[src/rtl/prco_lmem_arbiter.sv]
// Local-memory arbiter: fetch, load/store and debug share one single-port RAM via a 4-state FSM.
// Each access takes 4 cycles (IDLE/ISSUE/CAPT/RESP); requesters hold their bundle until ack.
module prco_lmem_arbiter #(
  parameter int P_LMEM_DEPTH = 255,
  parameter int P_STARVE_MAX = 4
) (
  input  logic        i_clk,
  input  logic        i_reset,
  input  logic        i_f_req,
  input  logic [15:0] i_f_addr,
  output logic        q_f_ack,
  output logic [15:0] q_f_data,
  input  logic        i_l_req,
  input  logic        i_l_we,
  input  logic [15:0] i_l_addr,
  input  logic [15:0] i_l_dina,
  output logic        q_l_ack,
  output logic [15:0] q_l_data,
  input  logic        i_d_req,
  input  logic        i_d_we,
  input  logic [15:0] i_d_addr,
  input  logic [15:0] i_d_dina,
  output logic        q_d_ack,
  output logic [15:0] q_d_data,
  output logic        q_mem_ce,
  output logic        q_mem_we,
  output logic [15:0] q_mem_addr,
  output logic [15:0] q_mem_dina,
  input  logic [15:0] i_mem_douta,
  output logic [1:0]  q_grant,
  output logic        q_busy,
  output logic        q_fault
);

  localparam int              CW    = $clog2(P_STARVE_MAX + 1);
  localparam logic [15:0]     DEPTH = 16'(P_LMEM_DEPTH);
  localparam logic [CW-1:0]   SMAX  = CW'(P_STARVE_MAX);

  localparam logic [1:0] G_NONE = 2'd0;
  localparam logic [1:0] G_F    = 2'd1;
  localparam logic [1:0] G_L    = 2'd2;
  localparam logic [1:0] G_D    = 2'd3;

  typedef enum logic [1:0] {S_IDLE, S_ISSUE, S_CAPT, S_RESP} state_t;

  state_t        state;
  logic [CW-1:0] starve_cnt;
  logic          lat_we;
  logic          lat_fault;

  logic [1:0]  win;
  logic        win_we;
  logic [15:0] win_addr;
  logic [15:0] win_dina;
  logic        win_fault;

  // A starved fetch overrides the normal D > L > F order.
  always_comb begin
    win      = G_NONE;
    win_we   = 1'b0;
    win_addr = 16'h0000;
    win_dina = 16'h0000;
    if (i_f_req && starve_cnt == SMAX) begin
      win      = G_F;
      win_addr = i_f_addr;
    end else if (i_d_req) begin
      win      = G_D;
      win_we   = i_d_we;
      win_addr = i_d_addr;
      win_dina = i_d_dina;
    end else if (i_l_req) begin
      win      = G_L;
      win_we   = i_l_we;
      win_addr = i_l_addr;
      win_dina = i_l_dina;
    end else if (i_f_req) begin
      win      = G_F;
      win_addr = i_f_addr;
    end
    win_fault = (win_addr > DEPTH);
  end

  always_ff @(posedge i_clk or negedge i_reset) begin
    if (!i_reset) begin
      state      <= S_IDLE;
      starve_cnt <= '0;
      lat_we     <= 1'b0;
      lat_fault  <= 1'b0;
      q_grant    <= G_NONE;
      q_mem_ce   <= 1'b0;
      q_mem_we   <= 1'b0;
      q_mem_addr <= 16'h0000;
      q_mem_dina <= 16'h0000;
      q_f_ack    <= 1'b0;
      q_l_ack    <= 1'b0;
      q_d_ack    <= 1'b0;
      q_f_data   <= 16'h0000;
      q_l_data   <= 16'h0000;
      q_d_data   <= 16'h0000;
      q_fault    <= 1'b0;
    end else begin
      case (state)
        S_IDLE: begin
          if (!i_f_req || win == G_F) begin
            starve_cnt <= '0;
          end else if (win != G_NONE && starve_cnt != SMAX) begin
            starve_cnt <= starve_cnt + 1'b1;
          end
          if (win != G_NONE) begin
            q_grant    <= win;
            lat_we     <= win_we;
            lat_fault  <= win_fault;
            // An out-of-range access never touches the memory.
            q_mem_ce   <= !win_fault;
            q_mem_we   <= win_we && !win_fault;
            q_mem_addr <= win_fault ? 16'h0000 : win_addr;
            q_mem_dina <= (win_we && !win_fault) ? win_dina : 16'h0000;
            state      <= S_ISSUE;
          end
        end
        S_ISSUE: begin
          q_mem_ce   <= 1'b0;
          q_mem_we   <= 1'b0;
          q_mem_addr <= 16'h0000;
          q_mem_dina <= 16'h0000;
          state      <= S_CAPT;
        end
        S_CAPT: begin
          q_fault <= lat_fault;
          case (q_grant)
            G_F: begin
              q_f_ack  <= 1'b1;
              q_f_data <= lat_fault ? 16'h0000 : i_mem_douta;
            end
            G_L: begin
              q_l_ack <= 1'b1;
              if (!lat_we) q_l_data <= lat_fault ? 16'h0000 : i_mem_douta;
            end
            G_D: begin
              q_d_ack <= 1'b1;
              if (!lat_we) q_d_data <= lat_fault ? 16'h0000 : i_mem_douta;
            end
            default: ;
          endcase
          state <= S_RESP;
        end
        S_RESP: begin
          q_f_ack <= 1'b0;
          q_l_ack <= 1'b0;
          q_d_ack <= 1'b0;
          q_fault <= 1'b0;
          q_grant <= G_NONE;
          state   <= S_IDLE;
        end
        default: state <= S_IDLE;
      endcase
    end
  end

  assign q_busy = (state != S_IDLE);

endmodule

[config.mk]
export PLATFORM = sky130hd
export DESIGN_NAME = prco_lmem_arbiter
export DESIGN_NICKNAME = d
export VERILOG_FILES = /design/src/rtl/prco_lmem_arbiter.sv
export SDC_FILE = /design/constraint.sdc
export NUM_CORES = 1
export LEC_CHECK = 0
export CAP_MARGIN = 20
export CORE_UTILIZATION = 38
export DETAILED_ROUTE_END_ITERATION = 7
export HOLD_SLACK_MARGIN = 0.02
export PLACE_DENSITY = 0.88
export SLEW_MARGIN = 20
export SYNTH_ARGS = -nofsm -noshare
export SYNTH_HDL_FRONTEND = slang
export SYNTH_SLANG_ARGS = --single-unit
[constraint.sdc]
create_clock -name i_clk -period 1.7 [get_ports i_clk]
set_clock_uncertainty 0.05 [all_clocks]
set_input_delay 0.51 -clock i_clk [delete_from_list [all_inputs] [get_ports i_clk]]
set_output_delay 0.51 -clock i_clk [all_outputs]
set_load 0.02 [all_outputs]
==> qor.csv <==
stage;metric;value;unit
sta;Worst-Margin Slew;0.611;ns
global_routing;initial antenna violation count;0;
layout;Multi-input gate area;2340;um^2
global_routing;vias in the first global route;4672;
layout;area grow syn2layout;80.5;%
critical_path;CP endpoint kind;flop;
sta;setup TNS;-3.04;ns
sta;Final min period;1.84;ns
die;Starting Density;38.9;%
sta;Final Hold Fails;0;
run_status;status;finished, violations left;
synth;top-count cell post-synth;dfrtp_1;
synth;Mapped Area;4420;um^2
placement;Setup WS pre-CTS;-0.631;ns
global_routing;largest net degree at the start of global routing;49;
critical_path;crit path kind;flop to flop;
clock_tree;hold buffers post-CTS;0;
placement;Placed Cells incl. Taps;774;
placement;placed inst area;6730;um^2
critical_path;Worst EP arrival;2.04;ns
sta;fin worst setup slack;-0.139;ns
synth;leading post-synthesis cells by cell area;dfrtp_1 (54%), nand2_1 (7.2%), o21ai_0 (6.0%);
clock_tree;htree depth;3;
placement;GP Congestion;0.814;
synth;Most used DFF post-synth;dfrtp_1;
detailed_routing;Wirelength per Cell;20.3;um
detailed_routing;First DRT Iteration DRCs;337;
run_status;failing checks;setup timing;
synth;Mapped Cells;433;
clock_tree;Sink Count;95;
power_and_ir_drop;Pwr Density;1510;nW/um^2
job;Max-Cap Viols;0;
sta;RSZ-0062 raised after global routing;yes;
placement;Final HPWL DP;9680;um
power_and_ir_drop;Max VDD drop;1.00;mV
detailed_routing;Routed Antenna Nets;0;
synth;syn avg cell area;10.2;um^2
synth;Yosys Warn Count;0;
layout;register area;2380;um^2
synth;top cell type by total area after synthesis;dfrtp_1;
detailed_routing;Via-to-Cell Ratio;5.65;
sta;period utilisation layout;108;%
sta;final setup vio count;38;
sta;Worst slew margin;59.2;%
power_and_ir_drop;LEAKAGE;3.78;nW
detailed_routing;drt pass-1 iters;5;
die;Die Wd;110;um
critical_path;RR Startpoint;state[0]$_DFFE_PN0P_;
layout;final instance area;7980;um^2
synth;Distinct cells, synth;48;
die;die height;110;um
layout;NumNets Final;795;
synth;Post-synth EDFFs;0;
placement;Buffers on Ports;191;
critical_path;R2R cell count;9;
critical_path;CP startpoint kind;flop;
die;num ports;192;
detailed_routing;DRC violations left;0;
clock_tree;clk buf depth;2;
sta;count of pins over their slew limit;0;
layout;n_diodes;0;
die;core area;11400;um^2
detailed_routing;total wire length;16900;um
die;die area;12100;um^2
layout;fillers;772;
layout;layout cell share with drive strength beyond 1;27.6;%
hold_path;Hold Crit Class;primary input to asynchronous set/reset pin;
sta;Fmax achieved;544;MHz
clock_tree;Worst-path clk slew;0.07;ns
critical_path;flop2flop setup slack;-0.14;ns
detailed_routing;vias;4700;
clock_tree;CTS tree;yes;
critical_path;Critical Path RT;1.90;ns
synth;Synth Net Count;543;
global_routing;GRT Util Overall;26.9;%
clock_tree;clk_lat worst skew;0.34;ns
critical_path;R2R Path End;q_mem_dina[2]$_DFFE_PN0P_;
synth;ys async rst share;100;%
synth;post-synthesis sequential area ratio;53.8;%
synth;Synth top area share;53.8;%
die;std cell rows;39;
layout;final core occ;70.2;%
synth;top post-synthesis cells by count;dfrtp_1 (95), nand2_1 (85), o21ai_0 (53);
global_routing;overflow left after global routing;0;
synth;post-synthesis register bit count;95;
clock_tree;Root Buffer;clkbuf_16;
clock_tree;Num CTS Buffers;9;
critical_path;peak fanout along the critical path;8;
global_routing;first-pass GRT wire length;23900;um
layout;final cell count without fillers;832;
## cell families after synthesis
kind of cell	Yosys count	synth area share [%]
DFF	95	53.8
muxes	4	0.990
AOI/OAI and AO/OA	130	20.1
buffers and inverters	37	4.90
adders and majority gates	7	1.98
and+or+nand+nor	160	18.2
## layout by cell type (no fill, tap or decap), drive strengths merged, types with 2 or more instances in the layout
cell type      count
inv                7
a21oi              7
clkdlybuf4s15      7
dfrtp             95
nand3b             5
nand2b            18
and3               2
bufbuf             2
o211ai             2
o21ai             53
clkinv             2
and2               8
o31ai             27
nor2              11
dlygate4sd2       91
nand2             86
clkbuf            15
a22oi              8
nor3               3
or2                2
nor4               4
mux2               3
or3                2
buf               73
o22ai              2
ha                 7
clkdlybuf4s50     89
nand3             21
a31oi              2
a22o              24
## power by group
group | internal [W] | switching [W]
sequential | 0.00300 | 0.000513
clock | 0.00117 | 0.000839
combinational | 0.00296 | 0.00360
total | 0.00713 | 0.00495
## cell type report
type / count / area share, %
Clock inverter: 3 / 0.549
Tap cell: 143 / 2.24
Clock buffer: 12 / 3.09
Inverter: 7 / 0.329
Sequential cell: 95 / 29.8
Timing Repair Buffer: 266 / 34.6
Multi-Input combinational cell: 306 / 29.4
## repair_timing
item,in CTS,in global routing
endpoints found under the hold margin,0,0
cloned,13,3
pin swaps,37,25
resized for setup,181,65
endpoints found under the setup margin,129,69
buffers inserted,21,9
## worst max-delay path, cell delays in order (launching register included)
cell and delay, ns:
dfrtp_1 0.39, inv_2 0.09, ha_4 0.14, buf_6 0.10, nor4b_4 0.33, or2_4 0.22
buf_12 0.14, buf_16 0.14, nand2_2 0.08, o31ai_4 0.06
## state kept, by name (all words and copies together), names as in the netlist, 2 cells and up
signal	flops
q_grant	2
q_d_data	16
q_mem_addr	16
q_mem_dina	16
q_l_data	16
starve_cnt	3
state	2
q_f_data	16
## per-layer routing
metal | up-vias | part of all wire (%) | track usage, %
met4 | 0 | 4.4 | 14.5
met2 | 296 | 52 | 48.0
met1 | 2276 | 36 | 29.0
li1 | 2063 | - | -
met5 | - | 0 | 0
met3 | 65 | 7.2 | 7.05
## per-stage QoR
| stage | total power, W | hold slack, ns |
|---|---|---|
| global route | 0.0127 | 0.110 |
| global placement | 0.00846 | 0.412 |
| CTS | 0.0116 | 0.0870 |
| detailed placement | 0.00866 | 0.420 |
| finish | 0.0121 | 0.0849 |
| floorplan | 0.00623 | 0.164 |
## how the worst max path moves through the flow
stage	startpoint	endpoint	slack (ns)	cells past startpoint
floorplan	i_d_req	q_mem_ce$_DFFE_PN0P_	-0.06	6
detailed placement	i_f_req	q_mem_dina[15]$_DFFE_PN0P_	-0.63	6
global route	state[0]$_DFFE_PN0P_	q_mem_dina[10]$_DFFE_PN0P_	-0.18	9
CTS	state[0]$_DFFE_PN0P_	q_mem_dina[11]$_DFFE_PN0P_	-0.09	10
finish	state[0]$_DFFE_PN0P_	q_mem_dina[2]$_DFFE_PN0P_	-0.14	9
global placement	i_d_req	q_mem_dina[10]$_DFFE_PN0P_	-0.53	6
(Power assumes the default switching activity.)
==> RTL edit 1: new RTL, same flow settings <==
Re-encode `state_t` (4 states) as one-hot, 4 bits wide.
--- a/src/rtl/prco_lmem_arbiter.sv
+++ b/src/rtl/prco_lmem_arbiter.sv
@@ -41,7 +41,7 @@
   localparam logic [1:0] G_L    = 2'd2;
   localparam logic [1:0] G_D    = 2'd3;
 
-  typedef enum logic [1:0] {S_IDLE, S_ISSUE, S_CAPT, S_RESP} state_t;
+  typedef enum logic [3:0] {S_IDLE = 4'b0001, S_ISSUE = 4'b0010, S_CAPT = 4'b0100, S_RESP = 4'b1000} state_t;
 
   state_t        state;
   logic [CW-1:0] starve_cnt;
Function: same outputs for any inputs over 10 cycles, from zero or initial values and one cycle with i_reset low; not proved beyond that.
==> RTL edit 1 against the unedited design <==
The flow still finishes with violations (negative setup slack); area after synthesis is 4.8% lower; worst setup slack worse by 120 ps; sequential power grew 10%; sequential cell count up 2; final area rose by 0.72%; register-to-register slack got worse by 60 ps; routed wire length is 3.7% lower; utilization is 4.0 points higher; total power fell by 5.5%; global-route usage decreased by 2.3 points; critical endpoint is now q_busy; highest routed layer unchanged.
==> RTL edit 1: results (changes against the unedited design) <==
Via count: 4,386 (-6.7%)
Slack of the critical path: -256.8 ps (-118.1 ps)
Largest net degree at the start of global routing: 39 (-20%)
Maximum vdd drop: 0.9593 mV (-4.4%)
Hpwl dp: 8.874 mm (-8.3%)
Drt pass-1 iters: 4 (-1)
CP arrival: 1400 ps (-640 ps)
RePlAce Congestion: 0.8404 (+3.2%)
CP delay by family, top: flip-flops
Hold Crit Class: reg -> reg
CTS clk-pin slew, worst paths: 100 ps (+30 ps)
Total global-route track usage: 0.2461 (-0.02325)
Distinct cells, synth: 43 (-10%)
Syn_nets: 496 (-8.7%)
WL final: 16.30 mm (-3.7%)
Failing checks: negative setup slack
Synth area leaders: dfrtp_1 57%, nand2_1 6.2%, o21ai_0 4.4%
Adder-cell share of the synthesized area: 0.005944 (-0.01386)
Clk Latency, worst-skew pair: 360 ps (+20 ps)
Outcome: finished, violations left
Mux share of post-synthesis cell area: 0.04339 (+0.03348)
Fillcell total: 648 (-16%)
Setup violators final: 77 (+100%)
Post-synthesis sequential area ratio: 0.5768 (+0.03919)
Fin nets: 757 (-4.8%)
Top cells by count, synth: 96 x dfrtp_1, 70 x nand2_1, 37 x o21ai_0
Worst-margin pin slew: 663.1 ps (+51.74 ps)
Setup TNS: -8285 ps (-5242 ps)
Worst path slowest cell: dfstp_2
Slowest cell delay on critical path: 530 ps (+140 ps)
Drt via density: 5.510 (-2.5%)
-- RTL edit 1: final cells by class --
class | count | area (sq um) | area share
inverter | 21 | 86.33 | 0.01074
multi-input combinational | 255 | 2351 | 0.2925
clock inverter | 4 | 45.04 | 0.005603
clock buffer | 11 | 131.4 | 0.01634
timing repair buffer | 268 | 2820 | 0.3508
tap | 140 | 175.2 | 0.02179
sequential | 97 | 2430 | 0.3023
-- RTL edit 1: timing repair --
action | CTS | global route
setup buffers | 16 | 11
gates resized for setup | 207 | 140
cloned | 9 | 7
hold endpoints to repair | 14 | 0
hold buffers | 1 | 0
pin swaps | 48 | 35
setup endpoints to repair | 175 | 95
-- RTL edit 1: per-layer routing --
metal	share of wire	wire length (um)	global-route usage
met1	0.38	6161	0.2831
met2	0.51	8274	0.4313
met3	0.063	1019	0.05145
met4	0.052	845	0.1262
met5	0	0	0
-- RTL edit 1: through the flow --
step	cell area, sq um	setup slack (ps)
global placement	6586	-581.4
global route	8039	-300.4
CTS	7368	-254.9
detailed placement	6586	-637.3
floorplan	4229	-92.68
finish	8039	-256.8
-- RTL edit 1: worst paths after layout --
| kind | startpoint | endpoint | slack (ps) | cells after the start |
|---|---|---|---|---|
| min reg2reg | q_mem_addr[14] | q_mem_addr[14] | 440 | 1 |
| min | q_mem_addr[14] | q_mem_addr[14] | 440 | 1 |
| max reg2reg | starve_cnt[1] | q_mem_dina[5] | -200 | 8 |
| min in group asynchronous | i_reset | q_mem_addr[1] | 530 | 2 |
| max in group asynchronous | i_reset | q_mem_addr[10] | 560 | 3 |
| max | state[0] | q_busy | -260 | 3 |
-- RTL edit 1: power breakdown --
group	switching [mW]	leakage [nW]	internal, mW
registers	0.749	1.17	3.11
clock network	0.780	0.0929	0.668
logic	3.21	2.37	2.91
==> RTL edit 2: new RTL, same flow settings <==
Made on the original files. `P_STARVE_MAX`: 4 -> 2.
--- a/src/rtl/prco_lmem_arbiter.sv
+++ b/src/rtl/prco_lmem_arbiter.sv
@@ -2,7 +2,7 @@
 // Each access takes 4 cycles (IDLE/ISSUE/CAPT/RESP); requesters hold their bundle until ack.
 module prco_lmem_arbiter #(
   parameter int P_LMEM_DEPTH = 255,
-  parameter int P_STARVE_MAX = 4
+  parameter int P_STARVE_MAX = 2
 ) (
   input  logic        i_clk,
   input  logic        i_reset,
Behaviour: not the same (Yosys sat finds a counterexample within 10 cycles, from zero or initial values and one cycle with i_reset low).
==> RTL edit 2 against the unedited design <==
The flow still finishes with violations (negative setup slack); routed wire length decreased by 21%; worst setup slack worse by 120 ps; total power fell by 17%; hold slack gained 77 ps; first-iteration DRC count fell by 18%; sequential cell count down 1; final area shrank 13%; non-clock buffer count fell by 25; area after synthesis decreased by 4.4%; largest cell class is now flip-flops and latches; largest power group unchanged.
==> RTL edit 2: results (changes against the unedited design) <==
Top cells by count, synth: 94 x dfrtp_1, 63 x o21ai_0, 56 x nand2_1
Gates resized, CTS repair: 126 (-30%)
Setup violators final: 39 (+2.6%)
Share of layout cells above drive strength 1: 0.1877 (-0.08806)
Total global-route track usage: 0.2301 (-0.03923)
Failing checks: negative setup slack
Largest net degree at the start of global routing: 95 (+94%)
Outcome: finished, violations left
ClkCell Share: 0.02540 (-0.01097)
Slowest cell delay on critical path: 420 ps (+30 ps)
Non-filler cells, final: 774 (-7.0%)
Pint: 5.768 mW (-19%)
Post-synthesis sequential area ratio: 0.5567 (+0.01907)
Multi-input logic portion of the cell area: 0.2718 (-0.02198)
Setup TNS: -6733 ps (-3690 ps)
Pre-CTS setup slack: -734.3 ps (-103.0 ps)
Syn_nets: 519 (-4.4%)
Chip width: 107.4 um (-2.2%)
RePlAce Congestion: 0.8616 (+5.8%)
NonClk Buf Share: 0.3357 (-0.01056)
Clk sinks: 94 (-1.1%)
Multi-input gate area: 0.001888 sq mm (-19%)
Distinct cells, synth: 43 (-10%)
Slack of the critical path: -258.8 ps (-120.0 ps)
Synth area leaders: dfrtp_1 56%, o21ai_0 7.5%, a22oi_1 5.7%
P_clk: 1.33 mW (-34%)
Fillcell total: 865 (+12%)
Power Dens Cells: 1437 mW/mm^2 (-5.1%)
[RTL edit 2: changes by cell type after synthesis, sizes merged, moves of 13 or more]
cell    unedited run  this run
nand2             86        56
o31ai             27         1
a22oi              8        32
nand3             21         2
a32o               0        13
clkbuf            11        24
[RTL edit 2: logic make-up after synthesis]
kind of cell	Yosys count	share of synthesized area
AO/OA/AOI/OAI	140	0.2298
adder cells (fa/ha/maj)	6	0.01777
buffers and inverters	38	0.04175
flip-flops	94	0.5567
multiplexers	2	0.005034
AND/OR/NAND/NOR	130	0.1490
[RTL edit 2: path summary, 6_finish.rpt]
kind | from | endpoint | slack, ps | cells after the start
worst min-delay path | i_reset | q_d_data[11] | 160 | 2
worst min register to register | q_f_data[9] | q_f_data[9] | 430 | 2
min in group i_clk | q_f_data[9] | q_f_data[9] | 430 | 2
worst max register to register | starve_cnt[1] | q_mem_dina[9] | -260 | 8
worst max-delay path | starve_cnt[1] | q_mem_dina[9] | -260 | 8
max in group asynchronous | i_reset | q_mem_addr[4] | 1060 | 2
